--- src/rtl/fetch_pkg.sv ---
// Shared types and constants for the instruction fetch front end.
// A queue entry carries the fetched word together with its PC+4.
package fetch_pkg;

  localparam logic [31:0] DEFAULT_RESET_PC = 32'h0000_0000;
  localparam logic [31:0] INSTR_NOP        = 32'h0000_0000;

  localparam int unsigned ENTRY_W         = 64;
  localparam int unsigned ENTRY_INSTR_LSB = 32;
  localparam int unsigned ENTRY_PC4_LSB   = 0;

  typedef logic [ENTRY_W-1:0] fq_entry_t;

  function automatic fq_entry_t pack_entry(input logic [31:0] instr, input logic [31:0] pc_plus4);
    return {instr, pc_plus4};
  endfunction

endpackage

--- src/rtl/fetch_queue_if.sv ---
// Memory request/response, redirect and decode-side handshake of the fetch queue.
// master is the fetch queue itself; slave is the surrounding memory/decode logic.
interface fetch_queue_if;
  logic        imem_req_valid;
  logic        imem_req_ready;
  logic [31:0] imem_req_addr;
  logic        imem_resp_valid;
  logic [31:0] imem_resp_data;
  logic        redirect_valid;
  logic [31:0] redirect_pc;
  logic        out_valid;
  logic        out_ready;
  logic [31:0] out_instr;
  logic [31:0] out_pc_plus4;

  modport master (
    output imem_req_valid, imem_req_addr, out_valid, out_instr, out_pc_plus4,
    input  imem_req_ready, imem_resp_valid, imem_resp_data, redirect_valid, redirect_pc,
    input  out_ready
  );

  modport slave (
    input  imem_req_valid, imem_req_addr, out_valid, out_instr, out_pc_plus4,
    output imem_req_ready, imem_resp_valid, imem_resp_data, redirect_valid, redirect_pc,
    output out_ready
  );
endinterface

--- src/rtl/fetch_fifo.sv ---
// DEPTH-entry instruction queue; head is read straight from registered storage.
// Flush empties the queue by snapping rd_ptr onto wr_ptr.
module fetch_fifo
  import fetch_pkg::*;
#(
  parameter int unsigned DEPTH = 4
) (
  input  logic                   clk,
  input  logic                   rst,
  input  logic                   i_push,
  input  fq_entry_t              i_wdata,
  input  logic                   i_pop,
  input  logic                   i_flush,
  output fq_entry_t              o_head,
  output logic [$clog2(DEPTH):0] o_count
);

  localparam int unsigned PW = $clog2(DEPTH);
  localparam int unsigned CW = PW + 1;
  localparam fq_entry_t RESET_ENTRY = {INSTR_NOP, 32'h0000_0000};

  fq_entry_t         r_mem [DEPTH];
  logic [PW-1:0]     r_wr_ptr;
  logic [PW-1:0]     r_rd_ptr;
  logic [CW-1:0]     r_count;
  logic [CW-1:0]     w_count_d;

  always_comb begin
    w_count_d = r_count + CW'(i_push) - CW'(i_pop);
  end

  always_ff @(posedge clk) begin
    if (rst) begin
      r_wr_ptr <= '0;
      r_rd_ptr <= '0;
      r_count  <= '0;
      r_mem    <= '{default: RESET_ENTRY};
    end else if (i_flush) begin
      r_count  <= '0;
      r_rd_ptr <= r_wr_ptr;
    end else begin
      if (i_push) begin
        r_mem[r_wr_ptr] <= i_wdata;
        r_wr_ptr        <= r_wr_ptr + PW'(1);
      end
      if (i_pop) begin
        r_rd_ptr <= r_rd_ptr + PW'(1);
      end
      r_count <= w_count_d;
    end
  end

  assign o_head  = r_mem[r_rd_ptr];
  assign o_count = r_count;

endmodule

--- src/rtl/fetch_queue.sv ---
// Fetch front end: credit-limited in-order word fetch, response queue, and
// redirect handling that flushes the queue and drops responses still in flight.
module fetch_queue
  import fetch_pkg::*;
#(
  parameter int unsigned DEPTH    = 4,
  parameter logic [31:0] RESET_PC = DEFAULT_RESET_PC
) (
  input logic         clk,
  input logic         rst,
  fetch_queue_if.master bus
);

  localparam int unsigned CW = $clog2(DEPTH) + 1;
  localparam logic [CW:0] DEPTH_W = (CW + 1)'(DEPTH);

  logic [31:0]   r_fetch_pc;
  logic [31:0]   r_resp_pc;
  logic [CW-1:0] r_outstanding;
  logic [CW-1:0] r_drop;

  logic [31:0]   w_fetch_pc_d;
  logic [31:0]   w_resp_pc_d;
  logic [CW-1:0] w_outstanding_d;
  logic [CW-1:0] w_drop_d;

  logic [CW-1:0] w_count;
  logic [CW:0]   w_inflight;
  logic [CW-1:0] w_resp_dec;
  logic [31:0]   w_redirect_pc;
  logic          w_req_valid;
  logic          w_req_fire;
  logic          w_push;
  logic          w_pop;
  logic          w_out_valid;
  fq_entry_t     w_wdata;
  fq_entry_t     w_head;

  // Queue entries plus outstanding requests never exceed DEPTH, so a
  // response always finds a free slot.
  assign w_inflight    = {1'b0, w_count} + {1'b0, r_outstanding};
  assign w_req_valid   = !rst && !bus.redirect_valid && (w_inflight < DEPTH_W);
  assign w_req_fire    = w_req_valid && bus.imem_req_ready;
  assign w_resp_dec    = CW'(bus.imem_resp_valid);
  assign w_redirect_pc = bus.redirect_pc & 32'hFFFF_FFFC;

  assign w_out_valid = (w_count != '0);
  assign w_push      = bus.imem_resp_valid && (r_drop == '0) && !bus.redirect_valid;
  assign w_pop       = w_out_valid && bus.out_ready && !bus.redirect_valid;
  assign w_wdata     = pack_entry(bus.imem_resp_data, r_resp_pc + 32'd4);

  always_comb begin
    w_fetch_pc_d    = r_fetch_pc;
    w_resp_pc_d     = r_resp_pc;
    w_outstanding_d = r_outstanding;
    w_drop_d        = r_drop;
    if (bus.redirect_valid) begin
      // A response landing in the redirect cycle is already discarded here.
      w_fetch_pc_d    = w_redirect_pc;
      w_resp_pc_d     = w_redirect_pc;
      w_outstanding_d = r_outstanding - w_resp_dec;
      w_drop_d        = r_outstanding - w_resp_dec;
    end else begin
      if (w_req_fire) begin
        w_fetch_pc_d = r_fetch_pc + 32'd4;
      end
      w_outstanding_d = r_outstanding + CW'(w_req_fire) - w_resp_dec;
      if (bus.imem_resp_valid) begin
        if (r_drop != '0) begin
          w_drop_d = r_drop - CW'(1);
        end else begin
          w_resp_pc_d = r_resp_pc + 32'd4;
        end
      end
    end
  end

  always_ff @(posedge clk) begin
    if (rst) begin
      r_fetch_pc    <= RESET_PC;
      r_resp_pc     <= RESET_PC;
      r_outstanding <= '0;
      r_drop        <= '0;
    end else begin
      r_fetch_pc    <= w_fetch_pc_d;
      r_resp_pc     <= w_resp_pc_d;
      r_outstanding <= w_outstanding_d;
      r_drop        <= w_drop_d;
    end
  end

  fetch_fifo #(
    .DEPTH (DEPTH)
  ) u_fifo (
    .clk     (clk),
    .rst     (rst),
    .i_push  (w_push),
    .i_wdata (w_wdata),
    .i_pop   (w_pop),
    .i_flush (bus.redirect_valid),
    .o_head  (w_head),
    .o_count (w_count)
  );

  assign bus.imem_req_valid = w_req_valid;
  assign bus.imem_req_addr  = r_fetch_pc;
  assign bus.out_valid      = w_out_valid;
  assign bus.out_instr      = w_head[ENTRY_INSTR_LSB +: 32];
  assign bus.out_pc_plus4   = w_head[ENTRY_PC4_LSB +: 32];

endmodule

--- src/flat_wrapper.sv ---
// flat-port wrapper written by rule: the top's interface ports become plain ports
module fetch_queue_flat import fetch_pkg::*;
#(
  parameter int unsigned DEPTH    = 4,
  parameter logic [31:0] RESET_PC = DEFAULT_RESET_PC
)
  (clk, rst, bus_imem_req_valid, bus_imem_req_addr, bus_out_valid, bus_out_instr, bus_out_pc_plus4, bus_imem_req_ready, bus_imem_resp_valid, bus_imem_resp_data, bus_redirect_valid, bus_redirect_pc, bus_out_ready);
  fetch_queue_if bus_i ();
  input logic clk;
  input logic rst;
  output wire logic [$bits(bus_i.imem_req_valid)-1:0] bus_imem_req_valid;
  output wire logic [$bits(bus_i.imem_req_addr)-1:0] bus_imem_req_addr;
  output wire logic [$bits(bus_i.out_valid)-1:0] bus_out_valid;
  output wire logic [$bits(bus_i.out_instr)-1:0] bus_out_instr;
  output wire logic [$bits(bus_i.out_pc_plus4)-1:0] bus_out_pc_plus4;
  input wire logic [$bits(bus_i.imem_req_ready)-1:0] bus_imem_req_ready;
  input wire logic [$bits(bus_i.imem_resp_valid)-1:0] bus_imem_resp_valid;
  input wire logic [$bits(bus_i.imem_resp_data)-1:0] bus_imem_resp_data;
  input wire logic [$bits(bus_i.redirect_valid)-1:0] bus_redirect_valid;
  input wire logic [$bits(bus_i.redirect_pc)-1:0] bus_redirect_pc;
  input wire logic [$bits(bus_i.out_ready)-1:0] bus_out_ready;
  assign bus_imem_req_valid = bus_i.imem_req_valid;
  assign bus_imem_req_addr = bus_i.imem_req_addr;
  assign bus_out_valid = bus_i.out_valid;
  assign bus_out_instr = bus_i.out_instr;
  assign bus_out_pc_plus4 = bus_i.out_pc_plus4;
  assign bus_i.imem_req_ready = bus_imem_req_ready;
  assign bus_i.imem_resp_valid = bus_imem_resp_valid;
  assign bus_i.imem_resp_data = bus_imem_resp_data;
  assign bus_i.redirect_valid = bus_redirect_valid;
  assign bus_i.redirect_pc = bus_redirect_pc;
  assign bus_i.out_ready = bus_out_ready;
  fetch_queue #(.DEPTH(DEPTH), .RESET_PC(RESET_PC)) u_core (.clk(clk), .rst(rst), .bus(bus_i));
endmodule
--- config.mk ---
export PLATFORM = sky130hd
export DESIGN_NAME = fetch_queue_flat
export DESIGN_NICKNAME = d
export VERILOG_FILES = /design/src/rtl/fetch_pkg.sv /design/src/rtl/fetch_queue_if.sv /design/src/rtl/fetch_fifo.sv /design/src/rtl/fetch_queue.sv /design/src/flat_wrapper.sv
export SDC_FILE = /design/constraint.sdc
export NUM_CORES = 1
export LEC_CHECK = 0
export ABC_AREA = 1
export CAP_MARGIN = 20
export CORE_MARGIN = 2
export CORE_UTILIZATION = 57
export CTS_CLUSTER_DIAMETER = 100
export DETAILED_ROUTE_END_ITERATION = 12
export GPL_TIMING_DRIVEN = 0
export PLACE_DENSITY = 0.79
export SLEW_MARGIN = 20
export SYNTH_ARGS = -nofsm -noshare
export SYNTH_HDL_FRONTEND = slang
export SYNTH_SLANG_ARGS = --single-unit
--- constraint.sdc ---
create_clock -name clk -period 3.65 [get_ports clk]
set_clock_uncertainty 0.15 [all_clocks]
set_input_delay 1.095 -clock clk [delete_from_list [all_inputs] [get_ports clk]]
set_output_delay 1.095 -clock clk [all_outputs]
set_load 0.05 [all_outputs]
# Word-level counts from Yosys, hierarchy flattened
# Cells that the tools add are included.
# totals
ff_bits,333
inputBits,70
output_inout_bits,98
# classes
n_lt_le_gt_ge,4
mux,17
addsub,11
eq_ne,1
bitwise,4
n_reduce_logical,22
# ops
operator,count
256-bit bitwise mux,1
64-bit two-way mux,3
32-bit two-way mux,5
64-bit binary-select mux with 2-bit select,1
64-bit demux with 2-bit select,1
"32-bit by 3-bit adder with 32-bit output, second input constant",2
3-bit two-way mux,4
3-bit by 1-bit subtractor with 3-bit output,3
1-bit logical AND,8
2-bit AND reduction,4
2-bit nonzero test,4
3-bit by 1-bit adder with 3-bit output,2
"3-bit greater-or-equal comparator, second input constant",2
2-bit NOT with 3-bit output,2
3-bit nonzero test,2
"2-bit by 1-bit adder with 2-bit output, second input constant",2
3-bit by 3-bit adder with 4-bit output,1
"4-bit by 3-bit less-than comparator with 1-bit output, second input constant",1
2-bit two-way mux,2
3-bit zero test,1
"3-bit by 1-bit less-than comparator with 1-bit output, second input constant",1
"3-bit by 1-bit subtractor with 3-bit output, second input constant",1
1-bit zero test,2
"2-bit inequality test, second input constant",1
other kinds (2),3

# Logic depth before layout (Yosys ltp)
# Gate-level depths: netlist (run 1).
# depth
depth_word,7
mapped_depth,12
ltp_nobuf,11

# Cells and area by module
# Synthesis (run 1) repeated with hierarchy kept, for this count alone.
# hier_totals
cells_unflattened,2828
area_unflattened_um2,17302.8
# by_module_without_submodules
mod,area_per_inst_um2,seq_area_each_um2,cells_each,instances
fetch_fifo,12608.3,5265.0,2041,1
fetch_queue,4694.5,1321.3,787,1

# Least setup slack after synthesis (run 1)
# OpenSTA, ideal clock, no wires.
# synth_path
path_kind,flip-flop to output port
start,reg u_core.u_fifo.r_rd_ptr[0]
end,out bus_out_instr[0]
setup_slack_ns,0.562
t_arrival_ns,1.843
stages_incl_launch_ff,7
cell_sequence,dfxtp_1 buf_2 clkinv_1 buf_2 clkbuf_1 nor2_1 o22ai_1
# synth_between
elab_chain_cells,4
# synth_rtl
element,line_no,source
"start, declared",fetch_fifo.sv:24,logic [PW-1:0] r_rd_ptr;
"start signal, assigned",fetch_fifo.sv:40,r_rd_ptr <= r_wr_ptr;
"start signal, assigned",fetch_fifo.sv:47,r_rd_ptr <= r_rd_ptr + PW'(1);
2-bit NOT with 3-bit output (not written as such),fetch_fifo.sv:53,assign o_head = r_mem[r_rd_ptr];
64-bit binary-select mux with 2-bit select,fetch_fifo.sv:53,
64-bit two-way mux (not written as such) (2 in series),fetch_fifo.sv:53,
"end, declared",flat_wrapper.sv:14,output wire logic [$bits(bus_i.out_instr)-1:0] bus_out_instr;
# No other way between the ends. The select of a mux whose other input is x is not followed.

# Final worst setup path (run 1)
# layout_path
start,reg u_core.u_fifo.r_rd_ptr[0]
end,out bus_out_instr[26]
# Same word-level chain as after synthesis.

==> results.md, run 1 <==
* Synth Area in Adders at under 10%
* Kind of launch point of the worst setup path: flop
* Effective utilization at floorplan at between 50 and 60%
* TritonCTS clock tree: built
* Clk_lat worst skew at approximately 0.52 ns
* Clock-pin slew on the worst setup and hold paths at 0.06 ns
* Overall die area at 28500 sq um
* Standard cell core area at 26800 sq um
* Clock sink count at roughly 320
* Synthesis-stage register bit count at 321
* # IOs at 168
* Nature of the critical path endpoint: primary output
* Highest-delay cell along the critical path: sky130_fd_sc_hd__clkdlybuf4s15_2
* Maximum fanout along the worst path at 10
* Setup violation total in the final timing report at 0
* Placer Congestion at 0.957
* Number of pins with negative max-slew slack in the final report at 0
* Cell breakdown of the critical path: clkbuf_4 > clkinv_2 > clkbuf_4 > buf_4 > nor2_1 > o22ai_1 > clkdlybuf4s15_2
* Final period utilization at 99.2%
* Share of synthesized area occupied by flip-flops and latches at 41.5%
* Required @ worst endpoint at 2.40 ns
* Die X at approximately 170 um
* Mapped Avg Cell Area at 6.92 sq um
* Max VDD drop at between 0.2 and 0.3 mV
* Largest family of logic cells by synthesized area: simple AND/OR/NAND/NOR gates
* Post-synth top area share at 41.5%
* Final critical delay including setup and external delays at 3.62 ns
* Max Fclk at ~280 MHz
* Final ANT Viol Nets at 0
* Power density over cell area at 477 nW/um^2
* Die span in y at ~170 um
* Cell accounting for the most synthesized area: sky130_fd_sc_hd__dfxtp_1
* Count of flip-flops with a built-in enable after synthesis at 0
* Via count of the first global-routing pass at about 15k
* Proportion of layout cells with a drive suffix above 1 at 9.93%
* Pin count of the biggest net entering global routing at 14
* Number of CTS-inserted buffers at 35
* Count of final hold-check violations at 0
* Total placed instance area at 17500 sq um
* Count of yosys warnings during synthesis at 0
* Critical Path Max Stage Delay at 0.40 ns
* CTS root buffer: sky130_fd_sc_hd__clkbuf_16
* First-pass GRT wire length at slightly above 80000 um
* Final Net Count at 2521
* Synth-to-Final Area Change at 20.2%
* Post-synthesis share of cell area spent on xor and xnor gates at 1.18%
* Family with the most delay on the worst path: buffers and inverters
* Library cells used by synthesis at 39
* Antenna violations before repair at 0
* FP Rows at 60
* Max-capacitance violation count at 0
* Fin area at 18600 sq um
* Most used flip-flop cell after synthesis: sky130_fd_sc_hd__dfxtp_1
* Worst Hold Class: flop to flop
* Vias at 16.4k
* Complex-gate fraction of the synthesized area at 22.9%
* Simple-gate area share of the yosys netlist at 23.6%
* Total wire length after detailed routing at ~52000 um
* Worst path bufs/invs at 5
* Dpl ws at -0.427 ns
* IO Port Bufs at 159
* Dpl hpwl at 36800 um
* Vias per cell at 5.84
* Total congestion overflow at 0
* H-tree level count at 2
* Wire per inst at ~19 um
* Max-slew headroom at the worst pin at 41.9%
* Worst Path Arrival at around 2.4 ns
* Final routed DRC violation total at 0
* Detailed-routing iteration count for the pre-antenna-repair pass at 6
* Critical path class: flop to primary output
* Number of buffers inserted by post-CTS setup repair at 0
* Leakage power summed over all cells at 7.73 nW
* Number of DRC markers after the initial detailed-route iteration at approximately 1.8k
* Min setup slack post-route at 0.0286 ns
* Status: finished, final reports clean
* Setup repair after global routing missed its margin: no
* Mux contribution to synthesized area at 0%
* Share of synthesized flip-flops with an asynchronous set or reset at 0%
* Number of diodes at 0
* Final total negative setup slack at 0 ns
* Total routing resource utilization after global routing at 35.5%
* Actual transition at the worst max-transition pin at a little under 0.9 ns
* Synth Instances at 2235
* Most frequent cell on the critical path: sky130_fd_sc_hd__clkbuf_4
* Clk buf depth at 3
* Post-synthesis instance area at about 15000 sq um
* Synth area leaders: sky130_fd_sc_hd__dfxtp_1 (42%), sky130_fd_sc_hd__nand2_1 (14%), sky130_fd_sc_hd__o21ai_0 (7.5%)
## final cells by class
cell class / count / area, sq um
plain buffers: 142 / 748
clock buffers: 48 / 1030
clock inverters: 13 / 133
fillers: 2304 / 8200
inverters: 192 / 738
multi-input cells: 1582 / 7630
flip-flops and latches: 321 / 6430
well taps: 341 / 427
repair buffers: 159 / 1470
## worst paths after layout
check,startpoint,endpoint,slack [ns],depth (start not counted)
worst max register to register,u_core.r_outstanding[2],u_core.r_outstanding[1],1.15,9
worst max-delay path,u_core.u_fifo.r_rd_ptr[0],bus_out_instr[26],0.03,7
worst min register to register,u_core.u_fifo.r_mem[164],u_core.u_fifo.r_mem[164],0.31,2
worst min-delay path,u_core.u_fifo.r_mem[164],u_core.u_fifo.r_mem[164],0.31,2
## timing repair
item | CTS | global route
gates cloned | 0 | 0
resized for setup | 229 | 57
pin swaps | 0 | 0
hold buffers | 0 | 0
setup endpoints to repair | 63 | 56
## worst reg2reg max path, stage by stage (launching register included)
cell	delay, ns
sky130_fd_sc_hd__dfxtp_1	0.40
sky130_fd_sc_hd__ha_1	0.26
sky130_fd_sc_hd__nor2_1	0.10
sky130_fd_sc_hd__nand2_1	0.15
sky130_fd_sc_hd__nor3_4	0.28
sky130_fd_sc_hd__buf_4	0.27
sky130_fd_sc_hd__ha_1	0.20
sky130_fd_sc_hd__fa_1	0.41
sky130_fd_sc_hd__nand2_1	0.08
sky130_fd_sc_hd__a21oi_1	0.07
## synth_stat cells, types with 3 or more instances
library cell / instances
sky130_fd_sc_hd__nor2_2: 5
sky130_fd_sc_hd__nor2_4: 8
sky130_fd_sc_hd__xor2_1: 10
sky130_fd_sc_hd__o21bai_1: 6
sky130_fd_sc_hd__buf_2: 28
sky130_fd_sc_hd__nor2_1: 230
sky130_fd_sc_hd__o21ai_1: 27
sky130_fd_sc_hd__ha_1: 16
sky130_fd_sc_hd__clkbuf_1: 78
sky130_fd_sc_hd__o211ai_1: 13
sky130_fd_sc_hd__inv_4: 5
sky130_fd_sc_hd__o21ai_0: 233
sky130_fd_sc_hd__o22ai_1: 62
sky130_fd_sc_hd__nand2_1: 557
sky130_fd_sc_hd__dfxtp_1: 321
sky130_fd_sc_hd__xnor2_1: 9
sky130_fd_sc_hd__a21oi_1: 218
sky130_fd_sc_hd__buf_1: 6
sky130_fd_sc_hd__inv_2: 3
sky130_fd_sc_hd__nand2_2: 3
sky130_fd_sc_hd__o21a_1: 64
sky130_fd_sc_hd__buf_4: 28
sky130_fd_sc_hd__nand3_1: 74
sky130_fd_sc_hd__nand2_4: 7
sky130_fd_sc_hd__buf_6: 3
sky130_fd_sc_hd__a31oi_1: 20
sky130_fd_sc_hd__inv_1: 182
sky130_fd_sc_hd__nand4_1: 4
## placed cells by master (no fill, tap or decap), types with 6 or more instances in the layout
master | Yosys | final
sky130_fd_sc_hd__clkbuf_2 | 0 | 24
sky130_fd_sc_hd__nand2_4 | 7 | 7
sky130_fd_sc_hd__nand2_1 | 557 | 557
sky130_fd_sc_hd__nand3_1 | 74 | 74
sky130_fd_sc_hd__clkdlybuf4s50_1 | 0 | 96
sky130_fd_sc_hd__nor2_4 | 8 | 8
sky130_fd_sc_hd__o21ai_1 | 27 | 27
sky130_fd_sc_hd__clkbuf_1 | 78 | 57
sky130_fd_sc_hd__o21bai_1 | 6 | 6
sky130_fd_sc_hd__ha_1 | 16 | 16
sky130_fd_sc_hd__clkdlybuf4s15_2 | 0 | 26
sky130_fd_sc_hd__clkbuf_8 | 0 | 8
sky130_fd_sc_hd__a21oi_1 | 218 | 218
sky130_fd_sc_hd__clkbuf_4 | 0 | 7
sky130_fd_sc_hd__clkinv_2 | 0 | 9
sky130_fd_sc_hd__inv_1 | 182 | 181
sky130_fd_sc_hd__xor2_1 | 10 | 10
sky130_fd_sc_hd__buf_4 | 28 | 31
sky130_fd_sc_hd__o22ai_1 | 62 | 62
sky130_fd_sc_hd__xnor2_1 | 9 | 9
sky130_fd_sc_hd__o21ai_0 | 233 | 233
sky130_fd_sc_hd__dfxtp_1 | 321 | 320
sky130_fd_sc_hd__buf_2 | 28 | 52
sky130_fd_sc_hd__clkbuf_16 | 0 | 36
sky130_fd_sc_hd__a31oi_1 | 20 | 20
sky130_fd_sc_hd__o211ai_1 | 13 | 13
sky130_fd_sc_hd__o21a_1 | 64 | 64
sky130_fd_sc_hd__nor2_1 | 230 | 230
## layer usage
layer	vias to the layer above	part of all wire, %	track usage, %
met2	944	46	57.8
met3	158	9.8	6.38
met5	-	0	0
met4	0	4.3	16.3
li1	7694	-	-
met1	7556	40	45.9
## power breakdown
group | switching, W | internal [W] | total (W) | leakage, nW
registers | 0.000111 | 0.00363 | 0.00374 | 2.61
logic | 0.00107 | 0.000458 | 0.00153 | 4.55
clock network | 0.00148 | 0.00211 | 0.00359 | 0.577
total | 0.00266 | 0.00620 | 0.00886 | 7.73
## registers in the layout, indices dropped and copies added, names as in the netlist
name and flops:
u_core.r_drop 3, u_core.r_outstanding 3, u_core.u_fifo.r_mem 248, u_core.r_resp_pc 30
u_core.u_fifo.o_count 3, u_core.u_fifo.r_wr_ptr 2, u_core.u_fifo.r_rd_ptr 2, u_core.bus.imem_req_addr 30
## cell families (layout without fill, tap and decap cells)
group,after synthesis,after routing
and+or+nand+nor,896,896
DFF,321,321
other,1,4
buffers and inverters,335,554
xor gates and xnor gates,20,20
AOI/OAI and AO/OA,644,644
adders and majority gates,18,18
## metrics by stage
step,total power (W),hold WS [ns],instances,util [%]
after global routing,0.00911,0.322,2798,69.4
after detailed placement,0.00535,0.302,2738,65.3
after global placement,0.00533,0.298,2738,65.3
after floorplan,0.00478,0.291,2238,-
after CTS,0.00885,0.311,2798,69.8
final,0.00886,0.312,2798,69.4
Note: power is estimated with default switching activity, not from simulation.
==> run 2: changes to the inputs <==
--- a/config.mk
+++ b/config.mk
@@ -11,7 +11,6 @@
 export CORE_UTILIZATION = 57
 export CTS_CLUSTER_DIAMETER = 100
 export DETAILED_ROUTE_END_ITERATION = 12
-export GPL_TIMING_DRIVEN = 0
 export PLACE_DENSITY = 0.79
 export SLEW_MARGIN = 20
 export SYNTH_ARGS = -nofsm -noshare
==> run 2 against run 1 <==
Highest routed layer unchanged. Critical path depth down 3. Core utilization fell by 2.0 points. Non-clock buffer count fell by 107. Via count shrank 6.1%.
==> results.md, run 2 (synthesis results as in run 1) <==
* Setup violation total in the final timing report at 0 (unchanged)
* Worst path bufs/invs at 2 (-3)
* Switching power summed over all nets at 0.00256 W (-4.0%)
* Required @ worst endpoint at 2.40 ns (about the same)
* Max-capacitance violation count at 0 (unchanged)
* Status: finished, final reports clean
* Final ANT Viol Nets at 0 (unchanged)
* Post-CTS resize count at 0 (-100%)
* Wire per inst at 16.6 um (-11%)
* First-pass GRT wire length at 71500 um (-11%)
* Leading cell type in the layout, fill and taps excluded: sky130_fd_sc_hd__nand2_1
* Proportion of layout cells with a drive suffix above 1 at 7.92% (-2.0 points)
* Clk buf depth at 3 (unchanged)
* Die X at 169 um (unchanged)
* Dpl hpwl at 27500 um (-25%)
* Number of pins with negative max-slew slack in the final report at 0 (unchanged)
* Die span in y at 169 um (unchanged)
* Sequential cell area at 6430 sq um (about the same)
* TritonCTS clock tree: built
* Final routed DRC violation total at 0 (unchanged)
* Sw Share at 30.1% (+0.11 points)
* Max VDD drop at 0.299 mV (+7.5%)
* Most frequent cell on the critical path: sky130_fd_sc_hd__buf_4
* IO Port Bufs at 161 (+1.3%)
* # IOs at 168 (unchanged)
* Synth-to-Final Area Change at 16.7%
* Pin count of the biggest net entering global routing at 202 (+188)
* Critical Path Max Stage Delay at 0.50 ns (+0.10 ns)
* Vias at 15.4k (-6.1%)
* H-tree level count at 2 (unchanged)
* Via count of the first global-routing pass at 14.3k (-6.4%)
* Total placed instance area at 17000 sq um (-2.8%)
* Logic pwr share at 17.3% (about the same)
* Setup repair after global routing missed its margin: no
* Overall die area at 28500 sq um (unchanged)
* Number of diodes at 0 (unchanged)
* Sequential Power Share at 44.1% (+1.9 points)
* Effective utilization at floorplan at 57.7% (unchanged)
* CTS root buffer: sky130_fd_sc_hd__clkbuf_16
* Clock-pin slew on the worst setup and hold paths at 0.06 ns (about the same)
* Fin area at 18100 sq um (-2.9%)
* Total wire length after detailed routing at 44500 um (-14%)
* Max-slew headroom at the worst pin at 36.7% (-5.2 points)
* Vias per cell at 5.71 (-2.4%)
* Total congestion overflow at 0 (unchanged)
* Nature of the critical path endpoint: primary output
* Worst Path Arrival at 2.15 ns (-0.23 ns)
* FP Rows at 60 (unchanged)
* Detailed-routing iteration count for the pre-antenna-repair pass at 5 (-1)
* Final critical delay including setup and external delays at 3.40 ns (-0.223 ns)
* Standard cell core area at 26800 sq um (unchanged)
* Total of hold buffers inserted after clock tree synthesis at 0 (unchanged)
* Power density over cell area at 470 nW/um^2 (-1.5%)
* Leakage power summed over all cells at 7.47 nW (-3.5%)
* Max Fclk at 294 MHz (+6.6%)
* Most used cells in the layout excluding fill and tap cells: sky130_fd_sc_hd__nand2_1 (557), sky130_fd_sc_hd__dfxtp_1 (319), sky130_fd_sc_hd__o21ai_0 (233)
* Final Net Count at 2414 (-4.2%)
* Clk_lat worst skew at 0.53 ns (about the same)
* Number of CTS-inserted buffers at 35 (unchanged)
* Worst Hold Class: flop to flop
* Actual transition at the worst max-transition pin at 0.950 ns (+0.0780 ns)
* Kind of launch point of the worst setup path: flop
* Clock sink count at 321 (unchanged)
* Register containing the most flip-flops in the final layout: u_core.u_fifo.r_mem
* Antenna violations before repair at 0 (unchanged)
* Multi-input logic area at 7630 sq um (unchanged)
* Highest-delay cell along the critical path: sky130_fd_sc_hd__buf_4
* Maximum fanout along the worst path at 58 (+48)
* Number of DRC markers after the initial detailed-route iteration at 1544 (-15%)
* Cell breakdown of the critical path: buf_4 > o21ai_0 > o22ai_1 > buf_4
* Total routing resource utilization after global routing at 30.5% (-4.9 points)
* Family with the most delay on the worst path: buffers and inverters
* Critical path class: flop to primary output
* Cell internal power dissipation at 0.00593 W (-4.5%)
* Final period utilization at 93.1% (-6.1 points)
* Share of total power in the clock network at 38.7% (-1.8 points)
* Number of buffers inserted by post-CTS setup repair at 0 (unchanged)
* Fill cell count at 2280 (-1.0%)
* Placer Congestion at 0.943 (-1.4%)
* Largest register FFs at 248 (unchanged)
* Count of final hold-check violations at 0 (unchanged)
* Final total negative setup slack at 0 ns (unchanged)
run 2: cell types whose count changed in the layout (fill, tap and decap cells not counted), sizes merged, moves of 2 or more:
cell,change
clkdlybuf4s15,-27
clkinvlp,-2
clkbuf,-82
bufinv,-2
buf,+8
clkdlybuf4s18,-3
run 2: path summary, 6_finish.rpt:
| path | end | startpoint | depth (start not counted) | slack (ns) |
|---|---|---|---|---|
| hold reg to reg | u_core.u_fifo.r_mem[98] | u_core.u_fifo.r_mem[98] | 2 | 0.31 |
| hold / removal | u_core.u_fifo.r_mem[98] | u_core.u_fifo.r_mem[98] | 2 | 0.31 |
| setup reg to reg | u_core.u_fifo.o_count[2] | u_core.u_fifo.o_count[1] | 10 | 1.37 |
| setup / recovery | bus_out_instr[26] | u_core.u_fifo.r_rd_ptr[0] | 4 | 0.25 |
run 2: layer usage:
layer	global-route usage, %	part of all wire (%)	vias up
met3	4.14	7.4	87
met4	10.4	2.6	0
li1	-	-	7464
met2	50.1	46	664
met5	0	0	-
met1	41.6	44	7135
run 2: stage by stage:
| stage | power (W) | setup slack [ns] | cells | hold slack (ns) | util (%) |
|---|---|---|---|---|---|
| 2_1_floorplan | 0.00478 | 0.562 | 2238 | 0.291 | - |
| 3_3_place_gp | 0.00524 | 0.335 | 2630 | 0.298 | 63.5 |
| 3_5_place_dp | 0.00526 | 0.272 | 2630 | 0.302 | 63.5 |
| 6_report | 0.00848 | 0.252 | 2690 | 0.310 | 67.4 |
| 5_1_grt | 0.00876 | 0.170 | 2690 | 0.327 | 67.4 |
| 4_1_cts | 0.00850 | 0.275 | 2690 | 0.311 | 67.4 |
run 2: cell type report:
class | instances | area share (%)
tap | 341 | 2.36
multi-input combinational | 1582 | 42.2
timing repair buffer | 194 | 9.95
inverter | 192 | 4.07
sequential | 321 | 35.6
clock buffer | 50 | 5.27
clock inverter | 10 | 0.499
run 2: tightest hold or removal path: cells and delay by family, from the launching register on:
kind | cells | cell delay [ns]
AO/OA/AOI/OAI | 1 | 0.05
AND/OR/NAND/NOR | 1 | 0.06
flip-flops | 1 | 0.30
run 2: power groups by stage:
stage,clock network [W],registers (W),logic [W]
global placement,0,0.00380,0.00143
finish,0.00328,0.00374,0.00146
CTS,0.00330,0.00373,0.00146
floorplan,0,0.00385,0.000924
global route,0.00344,0.00375,0.00157
detailed placement,0,0.00381,0.00145
